$ cat src/rtl/msiq_ctl_pkg.sv
// msiq_ctl_pkg: shared constants and types for the SMC address CAM write-side
// controller.
//   MSIQ_ADDR_W      line-address width used by the CAM wrt_addr port
//   MSIQ_WAYS        number of CAM slots
//   msiq_ctl_state_t controller state encoding
package msiq_ctl_pkg;

  localparam int MSIQ_ADDR_W = 37;
  localparam int MSIQ_WAYS   = 8;

  typedef enum logic [1:0] {
    IDLE   = 2'd0,
    ACTIVE = 2'd1,
    FLUSH  = 2'd2,
    CLEAR  = 2'd3
  } msiq_ctl_state_t;

endpackage

$ cat src/rtl/msiq_ctl_if.sv
// msiq_ctl_if: invalidate-request and CAM write bus of msiq_ctl.
//   inv_addr/inv_vld/inv_rdy  inbound invalidate handshake
//   wrt_addr/wrt_en           CAM write port
//   wrt_can                   CAM has a free slot (registered in the CAM)
//   all_clear                 CAM free-all strobe
// master: the environment (snoop path + CAM); slave: msiq_ctl.
interface msiq_ctl_if #(
  parameter int ADDR_W = 37
);
  logic [ADDR_W-1:0] inv_addr;
  logic              inv_vld;
  logic              inv_rdy;
  logic [ADDR_W-1:0] wrt_addr;
  logic              wrt_en;
  logic              wrt_can;
  logic              all_clear;

  modport master (
    output inv_addr, inv_vld, wrt_can,
    input  inv_rdy, wrt_addr, wrt_en, all_clear
  );

  modport slave (
    input  inv_addr, inv_vld, wrt_can,
    output inv_rdy, wrt_addr, wrt_en, all_clear
  );
endinterface

$ cat src/rtl/msiq_ctl_fifo.sv
// msiq_ctl_fifo: pointer-based inbound address FIFO with registered count.
// Ports:
//   clk, rst         clock, synchronous active-high reset
//   push_i, din_i    write request and data (ignored when full)
//   pop_i            read request (ignored when empty)
//   head_o           oldest entry, combinational
//   tail_o           newest entry (only with MSIQ_CTL_DEDUP_EN defined)
//   full_o, empty_o  status from the registered count
//   cnt_o            occupancy
// Macro: MSIQ_CTL_DEDUP_EN adds the tail_o port.
module msiq_ctl_fifo #(
  parameter int DEPTH  = 4,
  parameter int ADDR_W = 37
) (
  input  logic                     clk,
  input  logic                     rst,
  input  logic                     push_i,
  input  logic [ADDR_W-1:0]        din_i,
  input  logic                     pop_i,
  output logic [ADDR_W-1:0]        head_o,
`ifdef MSIQ_CTL_DEDUP_EN
  output logic [ADDR_W-1:0]        tail_o,
`endif
  output logic                     full_o,
  output logic                     empty_o,
  output logic [$clog2(DEPTH):0]   cnt_o
);
  localparam int PW = $clog2(DEPTH);
  localparam int CW = PW + 1;

  logic [ADDR_W-1:0] mem_q [DEPTH];
  logic [PW-1:0]     rd_ptr_q, wr_ptr_q;
  logic [CW-1:0]     cnt_q;
  logic              do_push, do_pop;

  assign full_o  = (cnt_q == CW'(DEPTH));
  assign empty_o = (cnt_q == '0);
  assign do_push = push_i && !full_o;
  assign do_pop  = pop_i && !empty_o;
  assign head_o  = mem_q[rd_ptr_q];
`ifdef MSIQ_CTL_DEDUP_EN
  assign tail_o  = mem_q[wr_ptr_q - PW'(1)];
`endif
  assign cnt_o   = cnt_q;

  always_ff @(posedge clk) begin
    if (rst) begin
      rd_ptr_q <= '0;
      wr_ptr_q <= '0;
      cnt_q    <= '0;
    end else begin
      if (do_push) wr_ptr_q <= wr_ptr_q + PW'(1);
      if (do_pop)  rd_ptr_q <= rd_ptr_q + PW'(1);
      unique case ({do_push, do_pop})
        2'b10:   cnt_q <= cnt_q + CW'(1);
        2'b01:   cnt_q <= cnt_q - CW'(1);
        default: cnt_q <= cnt_q;
      endcase
    end
  end

  // Storage needs no reset: the pointers and count define what is valid.
  always_ff @(posedge clk) begin
    if (do_push) mem_q[wr_ptr_q] <= din_i;
  end

endmodule

$ cat src/rtl/msiq_ctl.sv
// msiq_ctl: write-side controller for the 8-entry SMC address CAM.
// Queues invalidate addresses, writes them into the CAM while it has room,
// and frees the CAM with all_clear once the pipeline fences, forcing a
// pipeline flush first if the CAM is full with work pending or if the
// hazard window stays open for TIMEOUT cycles.
// Ports:
//   clk, rst       clock, synchronous active-high reset
//   bus            msiq_ctl_if slave (invalidate handshake + CAM write port)
//   fence_done_i   all older ops retired or flushed
//   flush_ack_i    single-cycle flush completion
//   flush_req_o    pipeline flush request, held until flush_ack_i
//   busy_o         not IDLE or FIFO not empty
//   fifo_cnt_o     FIFO occupancy
// Macro: MSIQ_CTL_DEDUP_EN drops an incoming address equal to the FIFO tail
// or, while ACTIVE, to the last address written.
//
// state  | meaning
// IDLE   | CAM empty of live hazards; first write moves to ACTIVE
// ACTIVE | CAM holds entries; waiting for fence, CAM-full or timeout
// FLUSH  | flush_req held, waiting for flush_ack
// CLEAR  | one-cycle all_clear to the CAM
module msiq_ctl
  import msiq_ctl_pkg::*;
#(
  parameter int DEPTH   = 4,
  parameter int ADDR_W  = MSIQ_ADDR_W,
  parameter int TIMEOUT = 64
) (
  input  logic                   clk,
  input  logic                   rst,
  msiq_ctl_if.slave              bus,
  input  logic                   fence_done_i,
  input  logic                   flush_ack_i,
  output logic                   flush_req_o,
  output logic                   busy_o,
  output logic [$clog2(DEPTH):0] fifo_cnt_o
);
  localparam int CW = $clog2(DEPTH) + 1;
  localparam int TW = 8;

  logic [ADDR_W-1:0] head;
  logic              full, empty, accept, push, pop;
  logic [CW-1:0]     cnt;
  msiq_ctl_state_t   state_q, state_d;
  logic [TW-1:0]     timer_q, timer_d;
  logic              all_clear_q, flush_req_q;

  assign accept = bus.inv_vld && !full;
  assign pop    = !empty && bus.wrt_can && (state_q == IDLE || state_q == ACTIVE);

`ifdef MSIQ_CTL_DEDUP_EN
  logic [ADDR_W-1:0] tail, last_wr_q;
  logic              dup;

  always_ff @(posedge clk) begin
    if (rst)      last_wr_q <= '0;
    else if (pop) last_wr_q <= head;
  end

  // A duplicate is still handshaken, just not stored.
  assign dup  = (!empty && bus.inv_addr == tail) ||
                (state_q == ACTIVE && bus.inv_addr == last_wr_q);
  assign push = accept && !dup;
`else
  assign push = accept;
`endif

  msiq_ctl_fifo #(.DEPTH(DEPTH), .ADDR_W(ADDR_W)) u_fifo (
    .clk     (clk),
    .rst     (rst),
    .push_i  (push),
    .din_i   (bus.inv_addr),
    .pop_i   (pop),
    .head_o  (head),
`ifdef MSIQ_CTL_DEDUP_EN
    .tail_o  (tail),
`endif
    .full_o  (full),
    .empty_o (empty),
    .cnt_o   (cnt)
  );

  // timer_q counts cycles elapsed since the last write, the write cycle
  // itself being count 0; the timeout fires TIMEOUT cycles after a write.
  always_comb begin
    state_d = state_q;
    timer_d = timer_q;
    unique case (state_q)
      IDLE: begin
        timer_d = '0;
        if (pop) begin
          state_d = ACTIVE;
          timer_d = TW'(1);
        end
      end
      ACTIVE: begin
        if (pop) begin
          timer_d = TW'(1);
        end else if (fence_done_i) begin
          state_d = CLEAR;
          timer_d = '0;
        end else if ((!bus.wrt_can && !empty) || timer_q == TW'(TIMEOUT - 1)) begin
          state_d = FLUSH;
          timer_d = '0;
        end else begin
          timer_d = timer_q + TW'(1);
        end
      end
      FLUSH: begin
        if (flush_ack_i) state_d = CLEAR;
      end
      CLEAR: begin
        state_d = IDLE;
      end
      default: begin
        state_d = IDLE;
        timer_d = '0;
      end
    endcase
  end

  always_ff @(posedge clk) begin
    if (rst) begin
      state_q     <= IDLE;
      timer_q     <= '0;
      all_clear_q <= 1'b0;
      flush_req_q <= 1'b0;
    end else begin
      state_q     <= state_d;
      timer_q     <= timer_d;
      all_clear_q <= (state_d == CLEAR);
      flush_req_q <= (state_d == FLUSH);
    end
  end

  assign bus.inv_rdy   = !full;
  assign bus.wrt_en    = pop;
  assign bus.wrt_addr  = head;
  assign bus.all_clear = all_clear_q;
  assign flush_req_o   = flush_req_q;
  assign busy_o        = (state_q != IDLE) || !empty;
  assign fifo_cnt_o    = cnt;

endmodule

$ cat src/flat_wrapper.sv
// flat-port wrapper written by rule: the top's interface ports become plain ports
module msiq_ctl_flat import msiq_ctl_pkg::*;
#(
  parameter int DEPTH   = 4,
  parameter int ADDR_W  = MSIQ_ADDR_W,
  parameter int TIMEOUT = 64
)
  (clk, rst, fence_done_i, flush_ack_i, flush_req_o, busy_o, fifo_cnt_o, bus_inv_addr, bus_inv_vld, bus_wrt_can, bus_inv_rdy, bus_wrt_addr, bus_wrt_en, bus_all_clear);
  msiq_ctl_if #(.ADDR_W(ADDR_W)) bus_i ();
  input  logic clk;
  input  logic rst;
  input  logic fence_done_i;
  input  logic flush_ack_i;
  output logic flush_req_o;
  output logic busy_o;
  output logic [$clog2(DEPTH):0] fifo_cnt_o;
  input wire logic [$bits(bus_i.inv_addr)-1:0] bus_inv_addr;
  input wire logic [$bits(bus_i.inv_vld)-1:0] bus_inv_vld;
  input wire logic [$bits(bus_i.wrt_can)-1:0] bus_wrt_can;
  output wire logic [$bits(bus_i.inv_rdy)-1:0] bus_inv_rdy;
  output wire logic [$bits(bus_i.wrt_addr)-1:0] bus_wrt_addr;
  output wire logic [$bits(bus_i.wrt_en)-1:0] bus_wrt_en;
  output wire logic [$bits(bus_i.all_clear)-1:0] bus_all_clear;
  assign bus_i.inv_addr = bus_inv_addr;
  assign bus_i.inv_vld = bus_inv_vld;
  assign bus_i.wrt_can = bus_wrt_can;
  assign bus_inv_rdy = bus_i.inv_rdy;
  assign bus_wrt_addr = bus_i.wrt_addr;
  assign bus_wrt_en = bus_i.wrt_en;
  assign bus_all_clear = bus_i.all_clear;
  msiq_ctl #(.DEPTH(DEPTH), .ADDR_W(ADDR_W), .TIMEOUT(TIMEOUT)) u_core (.clk(clk), .rst(rst), .bus(bus_i), .fence_done_i(fence_done_i), .flush_ack_i(flush_ack_i), .flush_req_o(flush_req_o), .busy_o(busy_o), .fifo_cnt_o(fifo_cnt_o));
endmodule
$ cat config.mk
export PLATFORM = sky130hd
export DESIGN_NAME = msiq_ctl_flat
export DESIGN_NICKNAME = d
export VERILOG_FILES = /design/src/rtl/msiq_ctl_pkg.sv /design/src/rtl/msiq_ctl_if.sv /design/src/rtl/msiq_ctl_fifo.sv /design/src/rtl/msiq_ctl.sv /design/src/flat_wrapper.sv
export SDC_FILE = /design/constraint.sdc
export NUM_CORES = 1
export LEC_CHECK = 0
export CAP_MARGIN = 20
export CORE_MARGIN = 1.5
export CORE_UTILIZATION = 35
export DETAILED_ROUTE_END_ITERATION = 16
export SLEW_MARGIN = 20
export SYNTH_ARGS = -nofsm -noshare
export SYNTH_HDL_FRONTEND = slang
export SYNTH_SLANG_ARGS = --single-unit
export TNS_END_PERCENT = 30
$ cat constraint.sdc
create_clock -name clk -period 2.8 [get_ports clk]
set_input_delay 0.56 -clock clk [delete_from_list [all_inputs] [get_ports clk]]
set_output_delay 0.56 -clock clk [all_outputs]
set_load 0.02 [all_outputs]
-- After elaboration in Yosys (flattened, before gate mapping)
Memory sizes are Yosys's and may differ from the RTL's. A register that Yosys moved wholly into a read port is not among the register bits.
Index checks and enable logic that the tools add are counted.
- register bits after elaboration: 19
- RAM bits: 148
- input bits: 43
- output and inout port bits: 45
- word-level logic and storage cells: 55
- memories: 1
- add/subtract/negate cells: 5
- eq/ne operators: 9
- mux-type cells: 16
- reduce and logical (&&, ||, !) cells: 17
- memory list (memory ; words ; width ; read ports ; clocked after memory_dff ; wr ports ; RTL line ; text):
    u_core.u_fifo.mem_q ; 4 ; 37 ; 1 ; 1 ; 1 ; msiq_ctl_fifo.sv:31 ; logic [ADDR_W-1:0] mem_q [DEPTH];
- operators with widths (operator ; count):
    $mux 8 ; 3
    $pmux 8 s2 ; 1
    $mux 2 ; 7
    $eq 2x2->1 const B ; 5
    $add 8x1->8 const B ; 1
    $eq 8x6->1 const B ; 1
    $pmux 2 s4 ; 1
    $logic_and 1x1->1 ; 6
    $pmux 3 s2 ; 1
    $reduce_bool 2->1 ; 3
    $add 2x1->2 const B ; 2
    $eq 2x1->1 const B ; 2
    $add 3x1->3 const B ; 1
    $eq 3x3->1 const B ; 1
    $logic_not 1->1 ; 3
    $logic_not 3->1 ; 1
    $logic_or 1x1->1 ; 3
    $mux 1 ; 3
    $sub 3x1->3 const B ; 1
    $logic_not 2->1 ; 1

-- Depth between registers and ports, before layout
Gate-level depths: netlist of the first run.
- depth after elaboration: 9
- gate-level depth with buffers: 9
- gate-level depth less buffers: 9

-- By module
Synthesis of the first run repeated with hierarchy kept, for this count alone.
- cells, all modules: 321
- area total of the unflattened synthesis: 6501.2 sq um
- modules (own cells, without submodules) (module ; times used ; cells each ; area an instance (sq um) ; sequential area each (sq um)):
    msiq_ctl_fifo ; 1 ; 247 ; 5866.9 ; 4624.4
    msiq_ctl ; 1 ; 74 ; 634.4 ; 240.2

-- Worst setup path before layout of the first run
No wires, ideal clock.
- path type: register to register
- start: reg u_core.u_fifo.cnt_q[2], in the netlist u_core.u_fifo.cnt_o[2]
- end: reg u_core.u_fifo.cnt_q[2], in the netlist u_core.u_fifo.cnt_o[2]
- setup time: 71 ps
- data arrival time: 2447 ps
- required time: 2729 ps
- slack: 282 ps
- cell stages (with the launch flop): 10
- buffers on the path: 0
- clock period less this slack: 2518 ps
- cells stage by stage: dfxtp_1 > or3b_1 > and2_1 > inv_1 > ha_1 > inv_1 > fa_1 > xor2_1 > or3_1 > a21oi_1
- elaborated cells on any way between the ends: 15
- classes of those cells: add/sub: 2; eq/ne: 3; mux: 1; reduce/logical: 9
- RTL lines (what ; RTL line ; text):
    from (decl) ; msiq_ctl_fifo.sv:33 ; logic [CW-1:0] cnt_q;
    from (signal assigned) ; msiq_ctl_fifo.sv:55 ; 2'b10: cnt_q <= cnt_q + CW'(1);
    from (signal assigned) ; msiq_ctl_fifo.sv:56 ; 2'b01: cnt_q <= cnt_q - CW'(1);
    from (signal assigned) ; msiq_ctl_fifo.sv:57 ; default: cnt_q <= cnt_q;
    $eq 3x3->1 (*) ; msiq_ctl_fifo.sv:36 ; assign full_o = (cnt_q == CW'(DEPTH));
    $logic_not 1->1 (*) ; n/a ;
    via bus_inv_rdy ; flat_wrapper.sv:20 ; output wire logic [$bits(bus_i.inv_rdy)-1:0] bus_inv_rdy;
    $logic_and 1x1->1 ; msiq_ctl.sv:48 ; assign accept = bus.inv_vld && !full;
    $logic_and 1x1->1 (*) ; msiq_ctl_fifo.sv:38 ; assign do_push = push_i && !full_o;
    $eq 2x1->1 or $eq 2x2->1 (tied branches) ; msiq_ctl_fifo.sv:54 ; unique case ({do_push, do_pop})
    $pmux 3 s2 or $reduce_bool 2->1 (tied branches) ; n/a ;
Mark *: on every way through the listed nets, which the timed path passes. The rest lies on a longest branch.
A chain may end at the register's enable or synchronous reset.

-- Final worst setup path of the first run
- start: reg u_core.u_fifo.cnt_q[0], in the netlist u_core.u_fifo.cnt_o[0]
- end: out busy_o
- longest elaborated chain between the ends: 3
- RTL lines (what ; RTL line ; text):
    $logic_not 3->1 ; msiq_ctl_fifo.sv:37 ; assign empty_o = (cnt_q == '0);
    $logic_not 1->1 ; msiq_ctl.sv:141 ; assign busy_o = (state_q != IDLE) || !empty;
    $logic_or 1x1->1 ; msiq_ctl.sv:141 ;
    to (decl) ; flat_wrapper.sv:15 ; output logic busy_o;
No other way between the ends.

==> results of run 1 <==
-- metal layers --
layer | part of all wire, % | vias to the layer above | wire (um)
met5 | 0 | - | 0
met4 | 1.2 | 0 | 136
met3 | 5.5 | 13 | 645
met2 | 51 | 78 | 5970
met1 | 43 | 1666 | 5030
li1 | - | 1496 | -
-- sequential cells by signal (all words and copies together) (netlist names), named ones only --
signal and flops:
u_core.u_fifo.mem_q 148, u_core.timer_q 8, u_core.u_fifo.cnt_o 3, u_core.state_q 2, u_core.u_fifo.rd_ptr_q 2, u_core.u_fifo.wr_ptr_q 2, u_core.bus.all_clear 1, u_core.flush_req_o 1
-- worst paths after layout --
kind | start | end | slack (ns)
worst min-delay path | u_core.u_fifo.wr_ptr_q[1] | u_core.u_fifo.wr_ptr_q[1] | 0.50
worst max-delay path | u_core.u_fifo.cnt_o[0] | busy_o | 0.09
worst max register to register | u_core.u_fifo.cnt_o[2] | u_core.u_fifo.cnt_o[2] | 0.35
worst min register to register | u_core.u_fifo.wr_ptr_q[1] | u_core.u_fifo.wr_ptr_q[1] | 0.50
-- layout make-up --
class	instances	area (um2)	area share, %
timing repair buffer	99	1020	12.3
inverter	11	41.3	0.499
multi-input combinational	128	1470	17.7
tap	229	287	3.47
clock inverter	14	164	1.98
clock buffer	17	425	5.15
sequential	169	4870	58.9
-- metrics by stage --
stage	setup slack (ns)	util, %
6_report	0.0908	46.0
5_1_grt	0.00553	46.0
4_1_cts	0.0457	46.0
3_5_place_dp	0.0755	42.7
3_3_place_gp	0.145	42.7
2_1_floorplan	0.282	-
-- what timing repair did --
item | 4_1_cts | 5_1_grt
endpoints found under the hold margin | 0 | 0
endpoints found under the setup margin | 10 | 1
gates resized for setup | 1 | 1
-- worst max-delay path, cell delays in order, from the launching register on --
cell and delay (ns):
dfxtp_1 0.36, or3_4 0.40, or3_2 0.42, clkdlybuf4s50_1 0.55
-- power groups by stage --
stage	sequential [uW]	combinational [uW]	clock [uW]
floorplan	3180	1010	0
global placement	3170	1810	0
detailed placement	3190	1820	0
CTS	3130	1830	2370
global route	3150	1920	2470
finish	3130	1790	2300
-- logic make-up (layout without fill, tap and decap cells) --
| logic type | after synthesis | after routing |
|---|---|---|
| AO/OA/AOI/OAI | 23 | 23 |
| XOR/XNOR | 8 | 8 |
| adder cells (fa/ha/maj) | 7 | 7 |
| buffers and inverters | 22 | 141 |
| flip-flops | 169 | 169 |
| multiplexers | 37 | 37 |
| AND/OR/NAND/NOR | 53 | 53 |
-- cells in the mapped netlist (2+ instances only) --
cell,number
edfxtp_1,148
mux4_2,37
dfxtp_1,21
nor2_1,13
inv_1,11
nand2_1,8
ha_1,6
xnor2_1,6
and3_1,5
clkbuf_1,5
or3_1,5
buf_2,4
nand2b_1,4
o21ai_0,4
a21o_1,3
a21oi_1,3
nand3_1,3
nor2b_1,3
a211oi_1,2
a22o_1,2
nor3_1,2
nor3b_1,2
o211ai_1,2
xor2_1,2
==> summary.md, run 1 <==
| Metric | Value |
|---|---|
| Nets | 476 |
| F_max | 369 MHz |
| Number of cells after detailed placement | 636 |
| Pint | 5250 uW |
| Crit path time final | 2.71 ns |
| Power density cells | 874 nW/um2 |
| GRT Max-Usage Layer | met2 |
| Grt met3 use | 4.64% |
| Arr. time, crit path | 2.15 ns |
| GR Util met1 | 16.1% |
| Multiplexer share of the synthesized area | 13.0% |
| Clock H-tree levels | 4 |
| Initial Util | 35.8% |
| CTS buffer count | 17 |
| Post-synth EDFFs | 148 |
| Clock Path Buffers | 2 |
| Fin crit share | 96.8% |
| Synth unique cells | 42 |
| Largest net degree at the start of global routing | 38 |
| Setup bufs post-CTS | 0 |
| Critical Path Start Type | register |
| Synth area leader | edfxtp_1 |
| Top cells by area, synth | edfxtp_1, mux4_2, dfxtp_1 |
| Maxcap violations | 0 |
| Sequential share of power | 43.3% |
| Cell row count | 49 |
| Initial DRT Pass Iterations | 4 |
| Fin area | 8270 um2 |
| R2R depth | 9 |
| RSZ-0062 raised after global routing | no |
| Post-synthesis xor/xnor area fraction | 1.09% |
| Core area | 18000 um2 |
| Synthesis-to-finish area growth | 28.7% |
| Final setup vio count | 0 |
| Initial antenna violation count | 0 |
| Hold Path Class | reg2reg |
| I/O pin total | 88 |
| Fill cell total of the finished layout | 1508 |
| Clk root buf | clkbuf_16 |
| Placed inst area | 7670 um2 |
| Die area | 19200 um2 |
| Req. time, crit path | 2.24 ns |
| # diodes | 0 |
| Post-Synth Adder-Cell Area | 1.48% |
| Tot Pwr | 7220 uW |
| Simple-gate share of the synthesized area | 4.63% |
| Setup TNS Final | 0 ns |
| TritonCTS clock tree | done |
| Top_reg_cell synth | edfxtp_1 |
| Seq/Total Area, Yosys | 75.7% |
| Max_slew headroom | 66.1% |
| Post-Synthesis Cell Area | 6420 um2 |
| Max rail drop VDD | 0.000567 V |
| Largest family of logic cells by synthesized area | multiplexers |
| Post-Route WL | 11800 um |
| Fraction of layout cells with a size suffix above 1 | 20.3% |
| Clock sink count | 169 |
| Fin. max-slew vios | 0 |
| Hold buffers post-CTS | 0 |
| DRT antenna net count | 0 |
| Status | completed |
| Syn nets | 369 |
| Die Ht | 138 um |
| First-pass GRT wire length | 18800 um |
| Leak | 0.00269 uW |
| Routability cong. | 0.765 |
| GR Layer Usage met2 | 21.6% |
| Post-Synthesis Cells | 319 |
| # DRC | 0 |
| Clk pwr share | 31.8% |
| Hold depth | 2 |
| Vias in the first global route | 3363 |
| GRT Util Overall | 13.0% |
| Die Span X | 138 um |
| Max FO, Critical Path | 6 |
| Flops & latches, synth | 169 |
| Compound-gate portion of the synthesized area | 2.57% |
| 1st-iter DRT viols | 199 |
| Skew-Pair Late Insertion Delay | 0.42 ns |
| Hold Slack | 0.497 ns |
| Commonest non-fill, non-tap cell in the layout | edfxtp_1 |
| Top-area cell type share of the netlist area | 69.2% |
| Worst-path clk slew | 0.06 ns |
| DP Wirelength | 7180 um |
| Drt wl/cell | 17.7 um |
| Final hold vios | 0 |
| Switching Fraction | 27.3% |
| Async S/R FF share, synth | 0% |
| Synth Warn # | 0 |
| Buffers on Ports | 87 |
| Skew final | 0.00658 ns |
| Via density | 4.88 |
| Comb power frac | 24.8% |
| Syn avg cell area | 20.1 um2 |
| Grt total ovfl | 0 |
| Highest-count cells in the layout ignoring fill and taps | edfxtp_1, clkdlybuf4s50_1, mux4_2 |
| Sw power | 1970 uW |
| Crit path kind | reg2out |
| Vias after detailed routing | 3253 |
| CP endpoint kind | output pin |
| Worst slew pin tran | 0.508 ns |
| Non-Filler Instances | 667 |
Power figures use the tool's default switching activity.
==> run 2: changes to the inputs <==
==> constraint.sdc (replaced) <==
create_clock -name clk -period 2.3 [get_ports clk]
set_input_delay 0.46 -clock clk [delete_from_list [all_inputs] [get_ports clk]]
set_output_delay 0.46 -clock clk [all_outputs]
set_load 0.02 [all_outputs]
==> run 2 against run 1 <==
Clock-buffer cell count stayed put. Wire length increased by 4.7%. Via count up 2.0%. Critical path depth rose by 1. Non-clock buffer count up 8. Highest routed layer is now met5.
==> summary.md, run 2 (synthesis gave the netlist of run 1 again) <==
| Metric | Value |
|---|---|
| CP endpoint kind | output pin (unchanged) |
| Synthesis-to-finish area growth | 29.6% (was 28.7%) |
| Max rail drop VDD | 0.000500 V (was 0.000567 V) |
| Fill cell total of the finished layout | 1503 (was 1508) |
| Setup ws final | 0.0442 ns (was 0.0908 ns) |
| GRT Util Overall | 13.5% (was 13.0%) |
| Buffers on Ports | 87 (unchanged) |
| Req. time, crit path | 1.84 ns (was 2.24 ns) |
| GR Util met1 | 16.9% (was 16.1%) |
| Placed inst area | 7790 um2 (was 7670 um2) |
| Initial antenna violation count | 1 (was 0) |
| Leak | 0.00278 uW (was 0.00269 uW) |
| GRT Max-Usage Layer | met2 (unchanged) |
| Critical Path Start Type | register (unchanged) |
| TritonCTS clock tree | done (unchanged) |
| Arr. time, crit path | 1.80 ns (was 2.15 ns) |
| Max FO, Critical Path | 8 (was 6) |
| Cell row count | 49 (unchanged) |
| Max_slew headroom | 66.1% (about the same) |
| Routability cong. | 0.776 (was 0.765) |
| RSZ-0062 raised after global routing | yes (was no) |
| Grt met3 use | 4.16% (was 4.64%) |
| Fin. max-slew vios | 0 (unchanged) |
| Via density | 4.91 (was 4.88) |
| I/O pin total | 88 (unchanged) |
| Largest net degree at the start of global routing | 38 (unchanged) |
| Nets | 484 (was 476) |
| Clock Path Buffers | 2 (unchanged) |
| CP cell instances | buf_12, buf_16, mux4_2, buf_2 (was or3_4, or3_2, clkdlybuf4s50_1) |
| # diodes | 0 (unchanged) |
| Die Ht | 138 um (unchanged) |
| Largest register FFs | 148 (unchanged) |
| Crit path kind | reg2out (unchanged) |
| First-pass GRT wire length | 19500 um (was 18800 um) |
| Die area | 19200 um2 (unchanged) |
| GR Layer Usage met2 | 22.1% (was 21.6%) |
| Commonest non-fill, non-tap cell in the layout | edfxtp_1 (unchanged) |
| Multi-input gate area | 1480 um2 (was 1470 um2) |
| DRT antenna net count | 0 (unchanged) |
| Worst-path clk slew | 0.06 ns (about the same) |
| Vias in the first global route | 3551 (was 3363) |
| # DRC | 0 (unchanged) |
| CTS buffer count | 17 (unchanged) |
| Place WS | -0.192 ns (was 0.0755 ns) |
| Crit path time final | 2.26 ns |
| Clock sink count | 169 (unchanged) |
| Fraction of layout cells with a size suffix above 1 | 30.4% (was 20.3%) |
| Highest-count cells in the layout ignoring fill and taps | edfxtp_1, clkdlybuf4s50_1, mux4_2 (unchanged) |
| Top reg by flops | u_core.u_fifo.mem_q (unchanged) |
| DP Wirelength | 7420 um (was 7180 um) |
| Die Span X | 138 um (unchanged) |
| Highest cell delay on the worst timing path | 0.53 ns (was 0.55 ns) |
| Status | completed (unchanged) |
| Critical Path Slowest Stage Cell | mux4_2 (was clkdlybuf4s50_1) |
| WP buf/inv | 3 (was 1) |
| Fin crit share | 98.1% |
| Final setup vio count | 0 (unchanged) |
| Grt total ovfl | 0 (unchanged) |
| Hold Path Class | reg2reg (unchanged) |
| Crit path max-delay family | multiplexers (was simple AND/OR/NAND/NOR gates) |
| Skew final | 0.00462 ns (was 0.00658 ns) |
| Power density cells | 1060 nW/um2 (was 874 nW/um2) |
| Fin area | 8320 um2 (was 8270 um2) |
| Clock H-tree levels | 4 (unchanged) |
| Initial DRT Pass Iterations | 4 (unchanged) |
| Drt wl/cell | 18.2 um (was 17.7 um) |
| Setup TNS Final | 0 ns (unchanged) |
| F_max | 443 MHz |
| Vias after detailed routing | 3318 (was 3253) |
| Post-Route WL | 12300 um (was 11800 um) |
| Final hold vios | 0 (unchanged) |
| Maxcap violations | 0 (unchanged) |
| 1st-iter DRT viols | 171 (was 199) |
| Initial Util | 35.8% (unchanged) |
| Clk root buf | clkbuf_16 (unchanged) |
| Worst slew pin tran | 0.507 ns (was 0.508 ns) |
| Skew-Pair Late Insertion Delay | 0.42 ns (about the same) |
| Core area | 18000 um2 (unchanged) |
| Sequential Area | 4880 um2 (was 4870 um2) |
-- run 2: changes by cell type in the layout (fill, tap and decap cells not counted), moves of 3 or more --
cell             previous run  this run
clkdlybuf4s15_1             0         5
dlygate4sd2_1               0         6
clkdlybuf4s50_1            86        47
clkinv_2                    0         3
dfxtp_1                    19        16
buf_12                      4         9
buf_2                       0        26
-- run 2: per-layer routing --
metal / routed length (um) / up-vias
met5: 13 / -
met1: 5380 / 1687
li1: - / 1528
met2: 6130 / 87
met4: 168 / 2
met3: 645 / 14
-- run 2: path summary, 6_finish.rpt --
path,start,end,slack (ns),cells after the start
worst min register to register,u_core.u_fifo.wr_ptr_q[1],u_core.u_fifo.wr_ptr_q[1],0.50,2
worst min-delay path,u_core.u_fifo.wr_ptr_q[1],u_core.u_fifo.wr_ptr_q[1],0.50,2
worst max register to register,u_core.u_fifo.cnt_o[2],u_core.u_fifo.cnt_o[2],0.08,9
worst max-delay path,register,bus_wrt_addr[1],0.04,4
-- run 2: through the flow --
step                hold WS, ns  std cells  utilization, %  power [uW]
global route              0.531        676            46.3        9190
detailed placement        0.497        641            43.3        6170
global placement          0.479        641            43.3        6130
finish                    0.501        676            46.3        8790
floorplan                 0.455        319               -        5120
CTS                       0.509        675            46.6        8910
-- run 2: worst register-to-register path: cells and delay by family, from the launching register on --
family	cells	cell delay (ns)
buf+inv	2	0.10
simple gates	3	0.87
xor+xnor	1	0.16
flops	1	0.37
compound gates	1	0.12
fa+ha+maj	2	0.53
-- run 2: area by class of cell --
cell class / instances / share of cell area [%]
multi-input combinational: 128 / 17.8
clock buffer: 17 / 5.11
clock inverter: 15 / 2.00
inverter: 11 / 0.496
tap: 229 / 3.44
timing repair buffer: 107 / 12.6
sequential: 169 / 58.6
-- run 2: timing repair --
item | in CTS | in global routing
hold buffers | 0 | 0
cloned | 1 | 1
setup buffers | 1 | 0
endpoints found under the hold margin | 0 | 0
gates resized for setup | 114 | 26
endpoints found under the setup margin | 40 | 22
pin swaps | 0 | 1
-- run 2: report_power, final --
group | switching (uW) | internal (uW) | total, uW
registers | 126 | 3690 | 3820
clock network | 1220 | 1630 | 2840
logic | 1120 | 1000 | 2120
